[src/rtl/instruction_dispatch_queue.sv]
// Program-memory instruction dispatcher: load in IDLE, stream slots out in RUN, stop at sentinel or last slot.
// Optional IDQ_WRAP_EN: program end wraps the fetch pointer to 0 and keeps dispatching, pulsing done.
module instruction_dispatch_queue #(
    parameter int DEPTH = 8,
    parameter int REG_W = 3,
    parameter int OP_W  = 3,
    parameter int IMM_W = 4,
    localparam int IW   = IMM_W + OP_W + 3 * REG_W,
    localparam int AW   = $clog2(DEPTH)
) (
    input  logic             clock,
    input  logic             reset,
    input  logic             load_en,
    input  logic [AW-1:0]    load_addr,
    input  logic [IW-1:0]    load_data,
    input  logic             start,
    input  logic             stall,
    output logic             valid,
    output logic [OP_W-1:0]  opcode,
    output logic [REG_W-1:0] RX,
    output logic [REG_W-1:0] RY,
    output logic [REG_W-1:0] RZ,
    output logic [IMM_W-1:0] immediate,
    output logic [AW-1:0]    pc,
    output logic             done
);

    typedef enum logic [1:0] {
        IDLE = 2'd0,
        RUN  = 2'd1,
        DONE = 2'd2
    } state_t;

    state_t             state_q;
    logic [IW-1:0]      mem_q [DEPTH];
    // MSB of the pointer flags "past the last slot", which ends the program like a sentinel
    logic [AW:0]        ptr_q;
    logic               valid_q;
    logic               done_q;
    logic [OP_W-1:0]    op_q;
    logic [REG_W-1:0]   rx_q;
    logic [REG_W-1:0]   ry_q;
    logic [REG_W-1:0]   rz_q;
    logic [IMM_W-1:0]   imm_q;
    logic [AW-1:0]      pc_q;

    logic [IW-1:0]      cur_word_s;
    logic               at_end_s;

    assign cur_word_s = mem_q[ptr_q[AW-1:0]];
    assign at_end_s   = ptr_q[AW] | (&cur_word_s);

    // Program memory is deliberately outside the reset domain so programs survive reset
    always_ff @(posedge clock) begin
        if (!reset && (state_q == IDLE) && load_en) begin
            mem_q[load_addr] <= load_data;
        end
    end

    // Dispatch FSM with registered instruction fields
    always_ff @(posedge clock or posedge reset) begin
        if (reset) begin
            state_q <= IDLE;
            ptr_q   <= {(AW+1){1'b0}};
            valid_q <= 1'b0;
            done_q  <= 1'b0;
            op_q    <= {OP_W{1'b0}};
            rx_q    <= {REG_W{1'b0}};
            ry_q    <= {REG_W{1'b0}};
            rz_q    <= {REG_W{1'b0}};
            imm_q   <= {IMM_W{1'b0}};
            pc_q    <= {AW{1'b0}};
        end else begin
            case (state_q)
                IDLE, DONE: begin
                    valid_q <= 1'b0;
                    if (start) begin
                        state_q <= RUN;
                        ptr_q   <= {(AW+1){1'b0}};
                        done_q  <= 1'b0;
                    end
                end
                RUN: begin
                    valid_q <= 1'b0;
                    done_q  <= 1'b0;
                    if (at_end_s) begin
`ifdef IDQ_WRAP_EN
                        ptr_q   <= {(AW+1){1'b0}};
                        done_q  <= 1'b1;
`else
                        state_q <= DONE;
                        done_q  <= 1'b1;
`endif
                    end else if (!stall) begin
                        imm_q   <= cur_word_s[IW-1 -: IMM_W];
                        op_q    <= cur_word_s[3*REG_W +: OP_W];
                        rx_q    <= cur_word_s[2*REG_W +: REG_W];
                        ry_q    <= cur_word_s[REG_W +: REG_W];
                        rz_q    <= cur_word_s[0 +: REG_W];
                        pc_q    <= ptr_q[AW-1:0];
                        valid_q <= 1'b1;
                        ptr_q   <= ptr_q + {{AW{1'b0}}, 1'b1};
                    end
                end
                default: begin
                    state_q <= IDLE;
                    valid_q <= 1'b0;
                    done_q  <= 1'b0;
                end
            endcase
        end
    end

    assign valid     = valid_q;
    assign done      = done_q;
    assign opcode    = op_q;
    assign RX        = rx_q;
    assign RY        = ry_q;
    assign RZ        = rz_q;
    assign immediate = imm_q;
    assign pc        = pc_q;

endmodule
[config.mk]
export PLATFORM = sky130hd
export DESIGN_NAME = instruction_dispatch_queue
export DESIGN_NICKNAME = d
export VERILOG_FILES = /design/src/rtl/instruction_dispatch_queue.sv
export SDC_FILE = /design/constraint.sdc
export NUM_CORES = 1
export LEC_CHECK = 0
export BUFFER_PORTS_ARGS = -buffer_cell sky130_fd_sc_hd__clkbuf_2
export CAP_MARGIN = 20
export CELL_PAD_IN_SITES_DETAIL_PLACEMENT = 2
export CELL_PAD_IN_SITES_GLOBAL_PLACEMENT = 2
export CORE_ASPECT_RATIO = 2
export CORE_MARGIN = 5
export CORE_UTILIZATION = 50
export DETAILED_ROUTE_END_ITERATION = 7
export GPL_TIMING_DRIVEN = 0
export MAX_ROUTING_LAYER = met4
export PLACE_DENSITY = 0.81
export SYNTH_ARGS = -nofsm -noshare
export SYNTH_HDL_FRONTEND = slang
export SYNTH_SLANG_ARGS = --single-unit
[constraint.sdc]
create_clock -name clock -period 5.2 [get_ports clock]
set_clock_uncertainty 0.05 [all_clocks]
set_input_delay 0 -clock clock [delete_from_list [all_inputs] [get_ports clock]]
set_output_delay 0 -clock clock [all_outputs]
set_load 0.05 [all_outputs]
==> reports/results.env <==
SYNTHADDERAREAFRAC_PCT=0.204
DRT_DRC_VIOLATIONS_LEFT=0
FMAXACHIEVABLE_MHz=314
FIRST_PASS_ITERS=4
SYNTHESIS.AREA_MM2=0.00613
ROUTED_WIRELENGTH_MM=15.2
DIE_AREA_MM2=0.0147
SYNTH_LARGEST_AREA_CELL='sky130_fd_sc_hd__edfxtp_1'
WORST_PIN_SLEW_PS=1100
FINALWORSTSETUPSLACK_PS=2010
SETUP.WORST_PATH.CLASS='reg -> reg'
NUMCTSBUFFERS=17
HOLD-WORST-SLACK_PS=61.9
GRT_UTIL_MET3_PCT=4.05
USE_MET2_PCT=37.8
POWER.DENSITY_mW_PER_MM2=542
FP.DIEW_UM=88.3
WORSTPATHCELLLIST='buf_4 > clkbuf_1 > mux2_2 > nand4_1 > o41a_4 > nand3_4 > buf_12 > mux2_4'
MAX_CAP_VIOLATIONS=0
DETAILEDROUTE.FIRSTITERATIONVIOLATIONS=126
GLOBAL_ROUTING_USAGE_ON_MET1_PCT=28.4
FINAL_ANTENNA_NET_COUNT=0
CRITPATHLAUNCHTYPE='register'
PLACEMENT.SETUP.WORST_SLACK_PS=2080
DPL_CELL_AREA_MM2=0.00668
DRT-VIAS-PER-INSTANCE=5.79
PLACEMENTROWS=57
RELSLEWSLACK_PCT=26.4
DIEHEIGHT_UM=167
SYNTH_CELL_TYPES=33
YOSYS_WARNINGS=0
SIMPLE_LOGIC_CELL_FRACTION_OF_THE_SYNTHESIZED_AREA_PCT=3.08
CTS_TREE='yes'
SETUP_VIOLATIONS=0
SYNTHDOMINANTCELLAREASHARE_PCT=62.7
GRT_ANTENNA_BEFORE_REPAIR=0
SYNTH_XOR_XNOR_AREA_SHARE_PCT=0
POST_SYNTH_MUX_AREA_SHARE_PCT=17.8
PATH_MAX_FANOUT=10
WORST_VDD_IR_mV=0.443
INSERTION_DELAY_PS=430
COMBINATIONAL_FAMILY_WITH_THE_MOST_AREA_AFTER_SYNTHESIS='multiplexers'
START_UTIL_PCT=50.6
NFILLCELLS=993
NETS_FINAL=406
SEQUENTIAL_ELEMENT_SHARE_OF_THE_SYNTHESIZED_AREA_PCT=73.7
GRT_PASS1_VIAS=3647
GRT_SETUP_UNREPAIRED='false'
FINAL.PERIOD_UTILIZATION_PCT=61.3
GR-USAGE-ALL-LAYERS_PCT=22.9
CTS_NUM_SINKS=155
POSTCTSSETUPBUFFERS=0
POST-ROUTE-MIN-PERIOD_PS=3190
WORST_EP_REQUIRED_TIME_PS=5460
FINALHOLDVIOLCOUNT=0
SYNTH_NETS=317
ANTENNA_CELLS=0
SYN_INST=292
IO_PINS=45
TIMING.CRITICAL_PATH.SLOWEST_STAGE_CELL='sky130_fd_sc_hd__o41a_4'
POST_DETAIL_PLACE_HPWL_MM=9.71
POST_SYNTH_MAIN_AREA_CONTRIBUTORS='sky130_fd_sc_hd__edfxtp_1 (63%), sky130_fd_sc_hd__dfrtp_1 (11%), sky130_fd_sc_hd__mux4_2 (8.8%)'
TYPE_OF_THE_MOST_CRITICAL_HOLD_PATH='in -> reg'
VIAS=3128
AVGSYNTHCELLAREA_UM2=21.0
DRIVE_ABOVE_1_SHARE_PCT=37.9
LEAKAGEPOWER_uW=0.00271
CRITICAL_PATH_ARRIVAL_PS=3450
END_KIND='register'
FINALWEIGHTEDCONGESTION=0.775
CP_SLOWEST_STAGE_DELAY_PS=590
WORST_SETUP_HOLD_PATH_CLK_SLEW_PS=70
MAXSLEWVIOLCOUNT=0
GRT_BUSIEST_LAYER='met2'
H-TREE-DEPTH=4
GRT_FIRST_PASS_WIRELENGTH_MM=23.1
TNS_PS=0
SYNTH-COMPOUND-AREA-SHARE_PCT=3.12
RUN_STATUS='completed'
GRT_START_MAX_NET_PINS=28
GLOBALROUTEOVERFLOWTOTAL=0
PLACEABLECOREAREA_MM2=0.0121
PORT_BUFFERS=43
MAXIMUM_BUFFER_DEPTH_OF_THE_CLOCK_TREE=2
SYN_TO_FINAL_GROWTH_PCT=21.5
WL_PER_CELL_UM=28.1
CTS_ROOT_BUFFER='sky130_fd_sc_hd__clkbuf_16'
POSTSYNTHREGISTERBITS=155
POSTLAYOUTCELLAREA_MM2=0.00745
[routing by layer]
layer / part of all wire [%] / routed length, µm / up-vias
li1: - / - / 1385
met1: 40 / 6090 / 1653
met2: 55 / 8340 / 69
met3: 2.4 / 368 / 21
met4: 2.4 / 365 / 0
met5: 0 / 0 / -
[placed cells by master, fill, tap and decap left out, types with 2 or more instances in the layout]
cell	Yosys	routed
sky130_fd_sc_hd__a21o_1	2	2
sky130_fd_sc_hd__buf_12	2	2
sky130_fd_sc_hd__buf_2	3	3
sky130_fd_sc_hd__buf_4	3	3
sky130_fd_sc_hd__buf_6	2	2
sky130_fd_sc_hd__buf_8	0	9
sky130_fd_sc_hd__clkbuf_1	3	3
sky130_fd_sc_hd__clkbuf_16	0	17
sky130_fd_sc_hd__clkbuf_2	0	43
sky130_fd_sc_hd__clkinv_8	0	2
sky130_fd_sc_hd__dfrtp_1	27	27
sky130_fd_sc_hd__dlygate4sd3_1	0	18
sky130_fd_sc_hd__edfxtp_1	128	128
sky130_fd_sc_hd__inv_1	4	4
sky130_fd_sc_hd__inv_6	0	4
sky130_fd_sc_hd__inv_8	0	6
sky130_fd_sc_hd__mux2_2	12	12
sky130_fd_sc_hd__mux2_4	7	7
sky130_fd_sc_hd__mux2i_1	10	10
sky130_fd_sc_hd__mux4_1	8	8
sky130_fd_sc_hd__mux4_2	24	24
sky130_fd_sc_hd__nand2_1	7	7
sky130_fd_sc_hd__nand2b_1	6	6
sky130_fd_sc_hd__nand4_1	2	2
sky130_fd_sc_hd__nor2_1	8	2
sky130_fd_sc_hd__nor2_2	0	6
sky130_fd_sc_hd__nor2b_1	2	2
sky130_fd_sc_hd__nor3_2	0	2
sky130_fd_sc_hd__o21ai_0	10	10
sky130_fd_sc_hd__o31ai_1	8	8
sky130_fd_sc_hd__or4_4	2	2
[cells by family (layout without fill, tap and decap cells)]
kind of cell / count (synthesis) / in the layout
buffers and inverters: 18 / 119
AO/OA/AOI/OAI: 24 / 24
multiplexers: 61 / 61
adder cells (fa/ha/maj): 1 / 1
AND/OR/NAND/NOR: 33 / 33
flip-flops: 155 / 155
[metrics by stage]
step	utilization [%]	instances	power (µW)
final	61.4	540	4040
after CTS	61.3	539	4070
after floorplan	-	292	2500
after detailed placement	55.1	490	2840
after global routing	61.4	540	4200
after global placement	53.9	482	2760
[power breakdown]
part	internal, µW	leakage, µW	switching [µW]	total [µW]
registers	1460	0.00148	65.3	1520
logic	511	0.000948	794	1300
clock network	642	0.000282	566	1210
[path summary, 6_finish.rpt]
check | start | end | slack (ps) | cells after the start
max in group asynchronous | reset | opcode[0]$_DFFE_PP0P_ | 4420 | 4
max reg2reg | ptr_q[1]$_DFFE_PP0P_ | pc[0]$_DFFE_PP0P_ | 2010 | 8
max | ptr_q[1]$_DFFE_PP0P_ | pc[0]$_DFFE_PP0P_ | 2010 | 8
min | load_addr[2] | mem_q[0][12]$_DFFE_PP_ | 60 | 2
min reg2reg | done$_DFFE_PP0N_ | done$_DFFE_PP0N_ | 430 | 1
min in group asynchronous | reset | RZ[0]$_DFFE_PP0P_ | 160 | 3
[worst max-delay path: cells and delay by family, from the launching register on]
| family | cells | cell delay (ps) |
|---|---|---|
| buffers and inverters | 3 | 980 |
| multiplexers | 2 | 670 |
| AO/OA/AOI/OAI | 1 | 590 |
| AND/OR/NAND/NOR | 2 | 400 |
| flip-flops | 1 | 380 |
[registers in the layout, summed over array words and instances (netlist names)]
signal,flops
pc,3
mem_q,128
done,1
valid,1
RY,3
opcode,3
ptr_q,4
RZ,3
immediate,4
RX,3
state_q,2
[synthesized netlist by cell type]
| library cell | n |
|---|---|
| sky130_fd_sc_hd__edfxtp_1 | 128 |
| sky130_fd_sc_hd__dfrtp_1 | 27 |
| sky130_fd_sc_hd__mux4_2 | 24 |
| sky130_fd_sc_hd__mux2_2 | 12 |
| sky130_fd_sc_hd__mux2i_1 | 10 |
| sky130_fd_sc_hd__o21ai_0 | 10 |
| sky130_fd_sc_hd__mux4_1 | 8 |
| sky130_fd_sc_hd__nor2_1 | 8 |
| sky130_fd_sc_hd__o31ai_1 | 8 |
| sky130_fd_sc_hd__mux2_4 | 7 |
| sky130_fd_sc_hd__nand2_1 | 7 |
| sky130_fd_sc_hd__nand2b_1 | 6 |
| sky130_fd_sc_hd__inv_1 | 4 |
| sky130_fd_sc_hd__buf_2 | 3 |
| sky130_fd_sc_hd__buf_4 | 3 |
| sky130_fd_sc_hd__clkbuf_1 | 3 |
| sky130_fd_sc_hd__a21o_1 | 2 |
| sky130_fd_sc_hd__buf_12 | 2 |
| sky130_fd_sc_hd__buf_6 | 2 |
| sky130_fd_sc_hd__nand4_1 | 2 |
| sky130_fd_sc_hd__nor2b_1 | 2 |
| sky130_fd_sc_hd__nor3_1 | 2 |
| sky130_fd_sc_hd__or4_4 | 2 |
| sky130_fd_sc_hd__a211o_1 | 1 |
| sky130_fd_sc_hd__a41oi_1 | 1 |
| sky130_fd_sc_hd__buf_1 | 1 |
| sky130_fd_sc_hd__ha_1 | 1 |
| sky130_fd_sc_hd__nand3_1 | 1 |
| sky130_fd_sc_hd__nand3_4 | 1 |
| sky130_fd_sc_hd__nor4_1 | 1 |
| sky130_fd_sc_hd__nor4b_1 | 1 |
| sky130_fd_sc_hd__o41a_4 | 1 |
| sky130_fd_sc_hd__o41ai_4 | 1 |
[area by class of cell]
class / count / area (µm²) / area share (%)
clock buffers: 17 / 425 / 5.71
repair buffers: 70 / 531 / 7.12
well taps: 147 / 184 / 2.47
clock inverters: 14 / 151 / 2.03
inverters: 4 / 15.0 / 0.202
multi-input cells: 119 / 1510 / 20.3
plain buffers: 14 / 115 / 1.55
flip-flops and latches: 155 / 4520 / 60.7
[repair_timing]
| action | 4_1_cts | 5_1_grt |
|---|---|---|
| gates resized for setup | 0 | 0 |
| hold endpoints to repair | 160 | 0 |
| hold buffers | 18 | 0 |
Power figures use the tool's default switching activity.
